File: src/rtl/cnn_pkg.sv
// Shared definitions for the CNN pipeline: layer geometry, data widths and
// the ReLU/truncate helper used wherever a signed conv result becomes an
// unsigned activation.
package cnn_pkg;

  // Convolution stage output geometry and width
  localparam int CONV_SIZE = 45;
  localparam int CONV_X    = 24;
  localparam int CONV_Y    = 24;

  // Pooled map geometry; the sign bit is dropped after ReLU
  localparam int POOL_X    = 12;
  localparam int POOL_Y    = 12;
  localparam int POOL_SIZE = CONV_SIZE - 1;

  typedef logic signed [CONV_SIZE-1:0] conv_t;
  typedef logic        [POOL_SIZE-1:0] pool_t;

  // Position of a pixel inside its 2x2 pooling window, encoded as
  // {row parity, column parity}
  typedef enum logic [1:0] {
    PH_HOLD_FIRST = 2'b00,  // top-left: start a new partial max
    PH_LBUF_WRITE = 2'b01,  // top-right: park the top-row max in the line buffer
    PH_HOLD_MERGE = 2'b10,  // bottom-left: pick up the parked max
    PH_EMIT       = 2'b11   // bottom-right: window complete
  } pool_phase_t;

  // Negative values clamp to zero; non-negative values lose their sign bit
  function automatic pool_t relu_trunc(input conv_t v);
    return v[CONV_SIZE-1] ? '0 : v[POOL_SIZE-1:0];
  endfunction

endpackage

File: src/rtl/relu_maxpool_stream.sv
// ReLU followed by 2x2/stride-2 max pooling over a raster-ordered stream of
// signed conv results. Only half a row of partial maxima is kept: the top row
// of each window is reduced into the line buffer, the bottom row merges with
// it and emits one pooled value per window.
module relu_maxpool_stream
  import cnn_pkg::*;
#(
  parameter int IN_W  = CONV_SIZE,
  parameter int IMG_X = CONV_X,
  parameter int IMG_Y = CONV_Y,
  parameter int OUT_W = IN_W - 1
) (
  input  logic             clk,
  input  logic             rst,
  input  logic             in_valid,
  output logic             in_ready,
  input  logic [IN_W-1:0]  in_data,
  output logic             out_valid,
  input  logic             out_ready,
  output logic [OUT_W-1:0] out_data,
  output logic             out_last
);

  localparam int RW     = $clog2(IMG_X);
  localparam int CW     = $clog2(IMG_Y);
  localparam int HALF_Y = IMG_Y / 2;
  localparam int LW     = $clog2(HALF_Y);

  localparam logic [RW-1:0] ROW_LAST = RW'(IMG_X - 1);
  localparam logic [CW-1:0] COL_LAST = CW'(IMG_Y - 1);

  logic [RW-1:0]    row;
  logic [CW-1:0]    col;
  logic [OUT_W-1:0] hold;
  logic [OUT_W-1:0] lbuf [HALF_Y];

  logic             accept;
  logic             frame_end;
  logic [OUT_W-1:0] pix;
  logic [OUT_W-1:0] lbuf_rd;
  logic [LW-1:0]    lidx;
  pool_phase_t      phase;

  // Sign bit selects zero, otherwise keep the magnitude bits
  function automatic logic [OUT_W-1:0] relu(input logic [IN_W-1:0] v);
    return v[IN_W-1] ? '0 : v[OUT_W-1:0];
  endfunction

  // Unsigned maximum; on a tie both operands are the same value
  function automatic logic [OUT_W-1:0] max2(input logic [OUT_W-1:0] a,
                                            input logic [OUT_W-1:0] b);
    return (a >= b) ? a : b;
  endfunction

  // The input may only advance when the output register is free or draining
  assign in_ready  = !out_valid | out_ready;
  assign accept    = in_valid & in_ready;

  assign pix       = relu(in_data);
  assign phase     = pool_phase_t'({row[0], col[0]});
  assign lidx      = LW'(col >> 1);
  assign lbuf_rd   = lbuf[lidx];
  assign frame_end = (row == ROW_LAST) && (col == COL_LAST);

  // Raster position of the next pixel; frames follow each other with no gap
  always_ff @(posedge clk) begin
    if (rst) begin
      row <= '0;
      col <= '0;
    end else if (accept) begin
      if (col == COL_LAST) begin
        col <= '0;
        row <= (row == ROW_LAST) ? '0 : row + 1'b1;
      end else begin
        col <= col + 1'b1;
      end
    end
  end

  // Top-row pairs are reduced and parked, one entry per pooled column
  always_ff @(posedge clk) begin
    if (!rst && accept && phase == PH_LBUF_WRITE) begin
      lbuf[lidx] <= max2(hold, pix);
    end
  end

  // Partial max tracking and the registered output stage; a drain and a new
  // pooled value in the same cycle keep out_valid high with the new value
  always_ff @(posedge clk) begin
    if (rst) begin
      hold      <= '0;
      out_valid <= 1'b0;
      out_last  <= 1'b0;
      out_data  <= '0;
    end else begin
      if (out_valid && out_ready) begin
        out_valid <= 1'b0;
        out_last  <= 1'b0;
      end
      if (accept) begin
        case (phase)
          PH_HOLD_FIRST: hold <= pix;
          PH_HOLD_MERGE: hold <= max2(lbuf_rd, pix);
          PH_EMIT: begin
            out_data  <= max2(hold, pix);
            out_valid <= 1'b1;
            out_last  <= frame_end;
          end
          default: ;
        endcase
      end
    end
  end

endmodule

File: config.mk
export PLATFORM = sky130hd
export DESIGN_NAME = relu_maxpool_stream
export DESIGN_NICKNAME = d
export VERILOG_FILES = /design/src/rtl/cnn_pkg.sv /design/src/rtl/relu_maxpool_stream.sv
export SDC_FILE = /design/constraint.sdc
export NUM_CORES = 1
export LEC_CHECK = 0
export CORE_MARGIN = 1
export CORE_UTILIZATION = 55
export DETAILED_ROUTE_END_ITERATION = 10
export GPL_TIMING_DRIVEN = 0
export PLACE_DENSITY = 0.73
export SYNTH_ARGS = -nofsm -noshare
export SYNTH_HDL_FRONTEND = slang
export SYNTH_SLANG_ARGS = --single-unit
File: constraint.sdc
create_clock -name clk -period 15.1 [get_ports clk]
set_input_delay 2.265 -clock clk [delete_from_list [all_inputs] [get_ports clk]]
set_output_delay 2.265 -clock clk [all_outputs]
set_load 0.01 [all_outputs]
==> flow_summary.toml <==
[floorplanning]
die_x_um = 225
io_pins = 96
die-height_um = 225
die_area_um2 = 50800
row_count = 81
initial_core_util_pct = 55.9
core-area_um2 = 49100

[cts]
htreeDepth = 3
worstSkewPairLatency_ns = 0.62
worst_setup_hold_path_clk_slew_ns = 0.06
numCtsBuffers = 66
postCtsHoldBufs = 0
clock_path_buffers = 3
cts_resized = 0
clockRootBuffer = "clkbuf_16"
cts_setup_buffers = 0
clkSinkCount = 632
cts_tree = "done"

[timing]
skew_ns = 0.0214
tightest_slew_ns = 1.37
max-slew-margin-rel_pct = 7.68
rsz0062_at_grt = "no"
tns_ns = 0
fin_crit_ns = 6.76
min_period_over_period_pct = 44.7
setup_viol = 0
slew_violations = 0
hold_viol = 0
fmax_mhz = 148

[synth]
yosysSeqAreaShare_pct = 65.4
netlist_area_um2 = 27400
syn-num-nets = 1931
synth-seq-cells = 632
ys.flop_type = "edfxtp_1"
synth_top_area_share_pct = 57.8
synth_top_area_cell = "edfxtp_1"
synthArstFlopShare_pct = 0
ys_warn_count = 0
synthTopCellsByCount = "edfxtp_1, mux4_2, nor2_1"
synthTopCellsByArea = "edfxtp_1, mux4_2, dfxtp_1, ha_1, a211oi_2"
synth_cell_types = 47
synth_edf_count = 528
syn_avg_cell_area_um2 = 15.3
yosysMostFrequentCell = "edfxtp_1"
netlist_instances = 1792

[final_layout]
utilization_pct = 65.0
fill_cells = 3559
syn2layout_area_growth_pct = 16.2
multi_input_area_um2 = 8900
final_nets = 2124
drive_gt1_share_pct = 16.1
instances_no_fill = 2698
seqCellArea_um2 = 17900
diodes = 0

[power_and_ir_drop]
ir_drop_mv = 0.0987
p_per_area_nw_per_um2 = 122
total_power_mw = 3.90
leakage_nw = 10.5

[setup_path]
crit_path_end_kind = "register"
crit_fanout = 12
critPathMaxStageDelay_ns = 0.83
crit_arrival_ns = 7.09
rrSetupSlack_ns = 8.98
reg2reg_to = "hold[4]$_SDFFE_PP0P_"
cp-start-kind = "primary input"
path_cells = "clkdlybuf4s50_1 -> clkbuf_1 -> nor2b_1 -> inv_1 -> ha_1 -> a21oi_1 -> o21ai_0 -> a221oi_1 -> o211ai_1 -> a22oi_1 -> clkbuf_1 -> nand3_1 -> nand2_1"
cpMostUsedCell = "clkbuf_1"
crit_required_ns = 15.43
worst_r2r_path_depth = 16
path_class = "in -> reg"
cp_slowest_cell = "a22oi_1"

[run_status]
status = "complete, no violations"

[global_routing]
grt_pass1_vias = 17058
grt_use_total_pct = 29.7
grt_max_degree = 24
grt_pass1_wl_um = 108000
globalRouteOverflowTotal = 0
grt_antenna_before_repair = 0

[placement]
gp_congestion = 0.958
post-place-cells = 2581
dp_hpwl_um = 51300
port_buffers = 95

[routing]
via_per_inst = 6.34
wl_per_cell_um = 27.2
drcViolationCount = 0
ant_nets = 0
drt-initial-drc-count = 1783
drt_first_pass_iters = 6
drt_wl_total_um = 73300
vias = 17108

[hold_path]
min_path_cells = 2
min_path_type = "reg -> reg"
whs_endpoint = "out_last$_SDFF_PP0_"
hold_path_startpoint = "out_last$_SDFF_PP0_"

[run]
drv_cap = 0
==> layer usage <==
layer	vias to the layer above	routed length, um	GRT usage (%)
met5	-	0	0
li1	7453	-	-
met1	8774	30700	41.7
met4	0	2440	10.6
met3	138	5300	5.01
met2	743	34800	47.0
==> through the flow <==
stage	hold WS [ns]	cell area, um^2	setup WS (ns)
CTS	0.493	31900	8.50
detailed placement	0.488	29700	7.88
global route	0.515	31900	8.32
finish	0.492	31900	8.34
floorplan	0.454	27400	8.00
global placement	0.474	29200	3.69
==> critical path: cells and delay by family <==
kind	cells	cell delay (ns)
buf+inv	4	2.05
simple gates	3	0.82
compound gates	5	1.66
fa+ha+maj	1	0.26
==> area by class of cell <==
class / instances / area share (%)
flip-flops and latches: 632 / 56.3
clock inverters: 26 / 0.934
well taps: 664 / 2.61
inverters: 46 / 0.542
plain buffers: 116 / 1.54
repair buffers: 125 / 4.32
multi-input cells: 998 / 27.9
clock buffers: 91 / 5.84
==> registers in the layout (all words and copies together), names as in the netlist, named ones only <==
register / flops
col: 5
hold: 44
lbuf: 528
out_data: 44
out_last: 1
out_valid: 1
row: 5
==> power breakdown <==
part	leakage, nW	total [mW]	switching, mW	internal, mW
clock	1.05	1.64	0.670	0.968
combinational	3.73	0.310	0.205	0.105
sequential	5.68	1.95	0.00942	1.94
==> cells in the final DEF (no fill, tap or decap), types with 7 or more instances in the layout <==
cell type	instances
nor2_1	107
nor4_1	45
ha_1	90
buf_6	21
a211oi_2	40
clkbuf_1	108
clkinv_2	7
nor2b_1	46
nand2_1	114
mux2i_1	45
clkdlybuf4s50_1	95
mux4_2	132
a311oi_1	44
clkbuf_16	71
o21bai_1	43
o21ai_0	98
edfxtp_1	528
buf_12	10
nand3_1	56
a21oi_1	41
nand4_1	18
dfxtp_1	104
buf_1	8
inv_1	46
buf_2	14
a21o_1	14
nor2_4	8
==> worst max path at each step <==
stage                start                    end  slack (ns)  depth (start not counted)
5_1_grt        in_data[44]  lbuf[0][16]$_DFFE_PP_        8.32                         13
3_5_place_dp   in_data[44]  lbuf[1][16]$_DFFE_PP_        7.88                         12
2_1_floorplan    out_ready   lbuf[0][0]$_DFFE_PP_        8.00                          7
3_3_place_gp     out_ready  lbuf[0][28]$_DFFE_PP_        3.69                          8
4_1_cts        in_data[44]  lbuf[0][16]$_DFFE_PP_        8.50                         12
6_report       in_data[44]  lbuf[0][16]$_DFFE_PP_        8.34                         13
==> cell families (layout without fill, tap and decap cells) <==
| kind of cell | Yosys count | count (layout) | synth area share (%) |
|---|---|---|---|
| mux | 177 | 177 | 12.5 |
| compound gates | 303 | 303 | 8.09 |
| simple gates | 426 | 426 | 7.43 |
| fa+ha+maj | 90 | 90 | 4.11 |
| xor+xnor | 2 | 2 | 0.0639 |
| flops | 632 | 632 | 65.4 |
| buf+inv | 162 | 404 | 2.42 |
Power figures use the tool's default switching activity.
